### src/rtl/closest_hit_tracker_pkg.sv
// Shared ray-tracing types: Q16.16 fixed point, 3-vectors, tracker FSM states and hit records.
package rt_pkg;

  typedef logic signed [31:0] fip32_t;
  typedef fip32_t [0:2] vec3_t;

  localparam fip32_t FIP_ONE = 32'sh00010000;
  localparam fip32_t FIP_MAX = 32'sh7FFFFFFF;
  localparam int TRI_ID_W_DFLT = 16;

  typedef enum logic {
    ACCUM = 1'b0,
    EMIT  = 1'b1
  } trk_state_t;

  typedef struct packed {
    logic                     hit;
    fip32_t                   t;
    vec3_t                    normal;
    logic [TRI_ID_W_DFLT-1:0] tri_id;
  } hit_rec_t;

endpackage

### src/rtl/closest_hit_tracker_if.sv
// Beat-in / record-out handshake bundle between intersection stage, tracker and shading stage.
interface closest_hit_tracker_if
  import rt_pkg::*;
#(
  parameter int TRI_ID_W = 16,
  parameter int CNT_W    = 8
);
  logic                i_valid;
  logic                o_ready;
  logic                i_hit;
  logic                i_invalid;
  fip32_t              i_t;
  vec3_t               i_normal;
  logic [TRI_ID_W-1:0] i_tri_id;
  logic                i_last;

  logic                o_valid;
  logic                i_ready;
  logic                o_hit;
  fip32_t              o_t;
  vec3_t               o_normal;
  logic [TRI_ID_W-1:0] o_tri_id;
  logic [CNT_W-1:0]    o_invalid_cnt;

  // master: the environment feeding beats and consuming records
  modport master (
    output i_valid, i_hit, i_invalid, i_t, i_normal, i_tri_id, i_last, i_ready,
    input  o_ready, o_valid, o_hit, o_t, o_normal, o_tri_id, o_invalid_cnt
  );

  modport slave (
    input  i_valid, i_hit, i_invalid, i_t, i_normal, i_tri_id, i_last, i_ready,
    output o_ready, o_valid, o_hit, o_t, o_normal, o_tri_id, o_invalid_cnt
  );
endinterface

### src/rtl/closest_hit_tracker_hit_compare.sv
// Combinational qualify/select of one intersection beat against the running best hit.
module hit_compare
  import rt_pkg::*;
#(
  parameter int TRI_ID_W = 16
) (
  input  logic                beat_hit,
  input  logic                beat_invalid,
  input  fip32_t              beat_t,
  input  vec3_t               beat_normal,
  input  logic [TRI_ID_W-1:0] beat_tri_id,
  input  logic                best_hit,
  input  fip32_t              best_t,
  input  vec3_t               best_normal,
  input  logic [TRI_ID_W-1:0] best_tri_id,
  output logic                qualify,
  output logic                sel_hit,
  output fip32_t              sel_t,
  output vec3_t               sel_normal,
  output logic [TRI_ID_W-1:0] sel_tri_id
);

  // Strict less-than so an equal-distance later triangle never displaces the earlier one.
  assign qualify    = beat_hit & ~beat_invalid & (beat_t < best_t);
  assign sel_hit    = qualify ? 1'b1        : best_hit;
  assign sel_t      = qualify ? beat_t      : best_t;
  assign sel_normal = qualify ? beat_normal : best_normal;
  assign sel_tri_id = qualify ? beat_tri_id : best_tri_id;

endmodule

### src/rtl/closest_hit_tracker.sv
// Reduces a ray's stream of triangle tests to its nearest valid hit; one record per ray.
// state | meaning
// ACCUM | accepting beats, folding each into the running best
// EMIT  | holding the finished record until the shading stage takes it
module closest_hit_tracker
  import rt_pkg::*;
#(
  parameter int     TRI_ID_W = 16,
  parameter int     CNT_W    = 8,
  parameter fip32_t T_INIT   = FIP_MAX
) (
  input logic i_clk,
  input logic i_reset,
  closest_hit_tracker_if.slave bus
);

  trk_state_t          state_q, state_d;
  logic                ready_q, ready_d;
  logic                valid_q, valid_d;
  logic                best_hit_q, best_hit_d;
  fip32_t              best_t_q, best_t_d;
  vec3_t               best_normal_q, best_normal_d;
  logic [TRI_ID_W-1:0] best_tri_id_q, best_tri_id_d;
  logic [CNT_W-1:0]    cnt_q, cnt_d;

  logic                qualify;
  logic                sel_hit;
  fip32_t              sel_t;
  vec3_t               sel_normal;
  logic [TRI_ID_W-1:0] sel_tri_id;

  hit_compare #(.TRI_ID_W(TRI_ID_W)) u_cmp (
    .beat_hit     (bus.i_hit),
    .beat_invalid (bus.i_invalid),
    .beat_t       (bus.i_t),
    .beat_normal  (bus.i_normal),
    .beat_tri_id  (bus.i_tri_id),
    .best_hit     (best_hit_q),
    .best_t       (best_t_q),
    .best_normal  (best_normal_q),
    .best_tri_id  (best_tri_id_q),
    .qualify      (qualify),
    .sel_hit      (sel_hit),
    .sel_t        (sel_t),
    .sel_normal   (sel_normal),
    .sel_tri_id   (sel_tri_id)
  );

  always_comb begin
    state_d       = state_q;
    ready_d       = ready_q;
    valid_d       = valid_q;
    best_hit_d    = best_hit_q;
    best_t_d      = best_t_q;
    best_normal_d = best_normal_q;
    best_tri_id_d = best_tri_id_q;
    cnt_d         = cnt_q;
    case (state_q)
      ACCUM: begin
        if (bus.i_valid && ready_q) begin
          best_hit_d    = sel_hit;
          best_t_d      = sel_t;
          best_normal_d = sel_normal;
          best_tri_id_d = sel_tri_id;
          if (bus.i_invalid && (cnt_q != {CNT_W{1'b1}}))
            cnt_d = cnt_q + CNT_W'(1);
          if (bus.i_last) begin
            state_d = EMIT;
            valid_d = 1'b1;
            ready_d = 1'b0;
          end
        end
      end
      EMIT: begin
        if (bus.i_ready) begin
          state_d       = ACCUM;
          valid_d       = 1'b0;
          ready_d       = 1'b1;
          best_hit_d    = 1'b0;
          best_t_d      = T_INIT;
          best_normal_d = '0;
          best_tri_id_d = '0;
          cnt_d         = '0;
        end
      end
      default: state_d = ACCUM;
    endcase
  end

  always_ff @(posedge i_clk) begin
    if (i_reset) begin
      state_q       <= ACCUM;
      ready_q       <= 1'b1;
      valid_q       <= 1'b0;
      best_hit_q    <= 1'b0;
      best_t_q      <= T_INIT;
      best_normal_q <= '0;
      best_tri_id_q <= '0;
      cnt_q         <= '0;
    end else begin
      state_q       <= state_d;
      ready_q       <= ready_d;
      valid_q       <= valid_d;
      best_hit_q    <= best_hit_d;
      best_t_q      <= best_t_d;
      best_normal_q <= best_normal_d;
      best_tri_id_q <= best_tri_id_d;
      cnt_q         <= cnt_d;
    end
  end

  // Outputs come straight from the running best; it is frozen while in EMIT.
  assign bus.o_ready       = ready_q;
  assign bus.o_valid       = valid_q;
  assign bus.o_hit         = best_hit_q;
  assign bus.o_t           = best_t_q;
  assign bus.o_normal      = best_normal_q;
  assign bus.o_tri_id      = best_tri_id_q;
  assign bus.o_invalid_cnt = cnt_q;

endmodule
### src/flat_wrapper.sv
// flat-port wrapper written by rule: the top's interface ports become plain ports
module closest_hit_tracker_flat import rt_pkg::*;
#(
  parameter int     TRI_ID_W = 16,
  parameter int     CNT_W    = 8,
  parameter fip32_t T_INIT   = FIP_MAX
)
  (i_clk, i_reset, bus_i_valid, bus_i_hit, bus_i_invalid, bus_i_t, bus_i_normal, bus_i_tri_id, bus_i_last, bus_i_ready, bus_o_ready, bus_o_valid, bus_o_hit, bus_o_t, bus_o_normal, bus_o_tri_id, bus_o_invalid_cnt);
  closest_hit_tracker_if #(.TRI_ID_W(TRI_ID_W), .CNT_W(CNT_W)) bus_i ();
  input logic i_clk;
  input logic i_reset;
  input wire logic [$bits(bus_i.i_valid)-1:0] bus_i_valid;
  input wire logic [$bits(bus_i.i_hit)-1:0] bus_i_hit;
  input wire logic [$bits(bus_i.i_invalid)-1:0] bus_i_invalid;
  input wire logic [$bits(bus_i.i_t)-1:0] bus_i_t;
  input wire logic [$bits(bus_i.i_normal)-1:0] bus_i_normal;
  input wire logic [$bits(bus_i.i_tri_id)-1:0] bus_i_tri_id;
  input wire logic [$bits(bus_i.i_last)-1:0] bus_i_last;
  input wire logic [$bits(bus_i.i_ready)-1:0] bus_i_ready;
  output wire logic [$bits(bus_i.o_ready)-1:0] bus_o_ready;
  output wire logic [$bits(bus_i.o_valid)-1:0] bus_o_valid;
  output wire logic [$bits(bus_i.o_hit)-1:0] bus_o_hit;
  output wire logic [$bits(bus_i.o_t)-1:0] bus_o_t;
  output wire logic [$bits(bus_i.o_normal)-1:0] bus_o_normal;
  output wire logic [$bits(bus_i.o_tri_id)-1:0] bus_o_tri_id;
  output wire logic [$bits(bus_i.o_invalid_cnt)-1:0] bus_o_invalid_cnt;
  assign bus_i.i_valid = bus_i_valid;
  assign bus_i.i_hit = bus_i_hit;
  assign bus_i.i_invalid = bus_i_invalid;
  assign bus_i.i_t = bus_i_t;
  assign bus_i.i_normal = bus_i_normal;
  assign bus_i.i_tri_id = bus_i_tri_id;
  assign bus_i.i_last = bus_i_last;
  assign bus_i.i_ready = bus_i_ready;
  assign bus_o_ready = bus_i.o_ready;
  assign bus_o_valid = bus_i.o_valid;
  assign bus_o_hit = bus_i.o_hit;
  assign bus_o_t = bus_i.o_t;
  assign bus_o_normal = bus_i.o_normal;
  assign bus_o_tri_id = bus_i.o_tri_id;
  assign bus_o_invalid_cnt = bus_i.o_invalid_cnt;
  closest_hit_tracker #(.TRI_ID_W(TRI_ID_W), .CNT_W(CNT_W), .T_INIT(T_INIT)) u_core (.i_clk(i_clk), .i_reset(i_reset), .bus(bus_i));
endmodule
### config.mk
export PLATFORM = sky130hd
export DESIGN_NAME = closest_hit_tracker_flat
export DESIGN_NICKNAME = d
export VERILOG_FILES = /design/src/rtl/closest_hit_tracker_pkg.sv /design/src/rtl/closest_hit_tracker_if.sv /design/src/rtl/closest_hit_tracker_hit_compare.sv /design/src/rtl/closest_hit_tracker.sv /design/src/flat_wrapper.sv
export SDC_FILE = /design/constraint.sdc
export NUM_CORES = 1
export LEC_CHECK = 0
export BUFFER_PORTS_ARGS = -buffer_cell sky130_fd_sc_hd__buf_2
export CAP_MARGIN = 10
export CORE_UTILIZATION = 40
export DETAILED_ROUTE_END_ITERATION = 6
export PLACE_DENSITY = 0.81
export SYNTH_ARGS = -nofsm -noshare
export SYNTH_HDL_FRONTEND = slang
export SYNTH_SLANG_ARGS = --single-unit
### constraint.sdc
create_clock -name i_clk -period 2.7 [get_ports i_clk]
set_clock_uncertainty 0.15 [all_clocks]
set_input_delay 0.81 -clock i_clk [delete_from_list [all_inputs] [get_ports i_clk]]
set_output_delay 0.81 -clock i_clk [all_outputs]
set_load 0.02 [all_outputs]
==> impl_metrics.yaml <==
synthesis:
  ys_async_sr_fraction: 0
  avgSynthCellArea_um2: 9.67
  synth_area_leaders: "dfxtp_1 40%, mux2i_1 18%, nand3b_1 11%"
  synth_top_area_share: 0.397
  synth.cell_area_um2: 7870
  synth-seq-cells: 156
  syn_nets: 996
  synth_edf_count: 0
  ys_seq_area_frac: 0.397
  yosys.area.top_type: "dfxtp_1"
  synth_ff_type: "dfxtp_1"
  yosys_warnings: 0
  syn-instance-count: 813
  synth.distinct_cells: 42
place:
  port_buffers: 305
  placed_area_um2: 9990
  hpwl_mm: 14.8
  gp_congestion: 0.843
  dpl.cell_count: 1364
worst_setup_path:
  cp_cell_sequence: "buf_2, ha_1, a21o_1, a21oi_1, o221ai_1, a211oi_2, o211ai_4, buf_6, clkbuf_16, clkbuf_16, mux2i_1"
  cpMostUsedCell: "clkbuf_16"
  worstReg2RegEnd: "u_core.bus.o_t[24]$_SDFFE_PP1P_"
  worstSetupPathType: "in2reg"
  ff2ff_path_depth: 11
  critPathLaunchType: "input pin"
  timing.rr.start: "u_core.bus.o_t[14]$_SDFFE_PP1P_"
  critPathRequiredTime_ns: 2.85
  max_stage_delay_ns: 0.38
  critical_path_arrival_ns: 2.84
  critPathTopFamily: "compound AO/OA/AOI/OAI gates"
  cp_slowest_cell: "a211oi_2"
  worst-path-buf-inv: 4
  worstSetupEndpointType: "register"
  crit_fanout: 6
  rrSetupSlack_ns: 0.07
hold_path:
  min_from: "u_core.bus.o_hit$_SDFFE_PP0P_"
  whs_path_depth: 2
  hold_path.class: "reg2reg"
  min_to: "u_core.bus.o_hit$_SDFFE_PP0P_"
route:
  wl_mm: 21.2
  via_per_inst: 4.95
  wire_per_inst_um: 15.0
  vias: 7013
  first_iter_violations: 215
  drt_pass1_iterations: 5
  drc: 0
  ant_nets: 0
timing:
  fin_crit_sh: 0.996
  min_period_ns: 2.69
  hold_viol: 0
  timing.fmax_mhz: 372
  holdWs_ns: 0.324
  slew_headroom: 0.565
  setup_viol: 0
  rsz0062_at_grt: "yes"
  slew_viol_final: 0
  tightest_slew_ns: 0.653
  setup-tns-final_ns: 0
floorplanning:
  std_cell_rows: 50
  die_height_um: 142
  start_util: 0.414
  core_um2: 19000
  die-area_um2: 20200
  pin_count: 306
  die_w_um: 142
status:
  status: "finished clean"
final_layout:
  area_delta_synth_final_pct: 40.0
  multi_input_comb_area_um2: 4380
  ff_latch_area_um2: 3130
  nets: 1326
  layout_common_cells: "300 x buf_2, 154 x dfxtp_1, 143 x mux2i_1"
  drive_gt1_frac: 0.370
  finalInstanceArea_um2: 11000
  final_cell_count_no_fill: 1416
  final_common_cell: "buf_2"
  fillers: 1647
  num_antenna_cells: 0
clock_network:
  cts_buffers: 17
  cts_tree: "done"
  clk_latency_ns: 0.41
  hold_buffers: 0
  cts_num_sinks: 156
  cts-root-buf: "clkbuf_16"
  cts_buffer_depth: 2
  h-tree-depth: 4
  clk_pin_slew_ns: 0.07
job:
  maxCapViolCount: 0
global_route:
  grt_pass1_vias: 6677
  grt_max_degree: 108
  grt_usage: 0.194
  antenna_found_initial: 0
  grt.overflow.total: 0
  grt_pass1_wl_mm: 31.5
pwr:
  ir_drop_mv: 0.387
  p_leak_nw: 5.96
  power_density_nw_per_um2: 595
-- cell type report --
class	instances	area share
multi-input cells	557	0.398
flip-flops and latches	156	0.284
repair buffers	377	0.228
clock buffers	18	0.0390
well taps	260	0.0296
inverters	34	0.0116
clock inverters	14	0.0101
-- cells in the mapped netlist, types with 4 or more instances --
cell type / instances
dfxtp_1: 156
mux2i_1: 145
nand2b_1: 115
nand3b_1: 112
clkbuf_1: 50
nor2_1: 48
inv_1: 34
ha_1: 32
nor3_1: 32
buf_4: 10
nand2_1: 10
a21oi_1: 9
nand4_1: 6
buf_8: 5
xor2_1: 5
a21o_1: 4
o21ai_0: 4
-- how the worst max path moves through the flow --
| stage | startpoint | endpoint | slack (ns) | cells past startpoint |
|---|---|---|---|---|
| after floorplan | bus_i_t[15] | u_core.bus.o_normal[88]$_SDFFE_PP0P_ | 0.006 | 10 |
| after global placement | bus_i_t[10] | u_core.bus.o_t[7]$_SDFFE_PP1P_ | -0.28 | 10 |
| after detailed placement | bus_i_t[9] | u_core.bus.o_normal[73]$_SDFFE_PP0P_ | -0.40 | 10 |
| after CTS | bus_i_t[9] | u_core.bus.o_t[0]$_SDFFE_PP1P_ | 0.03 | 10 |
| after global routing | bus_i_t[15] | u_core.bus.o_t[14]$_SDFFE_PP1P_ | -0.05 | 11 |
| final | bus_i_t[5] | u_core.bus.o_t[17]$_SDFFE_PP1P_ | 0.01 | 11 |
-- kinds of logic after synthesis --
group	share of synthesized area
AOI/OAI and AO/OA	0.0309
xor gates and xnor gates	0.00780
adders and majority gates	0.0509
buffers and inverters	0.0606
DFF	0.397
muxes	0.185
and+or+nand+nor	0.268
-- report_power, final --
group	switching, mW	internal, mW	total (mW)
clock network	1.05	1.20	2.25
logic	0.858	0.846	1.70
registers	0.111	2.49	2.60
total	2.02	4.53	6.55
-- tightest hold or removal path, cell delays in order, from the launching register on --
cell and delay [ns]:
dfxtp_1 0.32, nand2_1 0.06, a21oi_1 0.06
-- metrics by stage --
step | setup WS, ns | power [mW] | utilization
floorplan | 0.00615 | 3.59 | -
global placement | -0.278 | 4.13 | 0.525
detailed placement | -0.396 | 4.16 | 0.525
CTS | 0.0314 | 6.42 | 0.553
global route | -0.0519 | 6.85 | 0.579
finish | 0.0103 | 6.55 | 0.579
-- what timing repair did --
item | in CTS | in global routing
resized for setup | 0 | 35
endpoints found under the setup margin | 0 | 110
buffers inserted | 0 | 11
hold endpoints to repair | 0 | 0
-- state kept, by name, summed over array words and instances, names as in the netlist --
signal / cells
u_core.bus.o_ready: 1
u_core.bus.o_normal: 96
u_core.bus.o_t: 32
u_core.bus.o_hit: 1
u_core.bus.o_invalid_cnt: 8
u_core.bus.o_valid: 1
u_core.bus.o_tri_id: 16
u_core.state_q: 1
-- routing by layer --
layer  GRT usage  share of wire
met1       0.223           0.42
met2       0.337           0.49
met5           0              0
met3      0.0629          0.078
met4      0.0662          0.013
(Power assumes the default switching activity.)
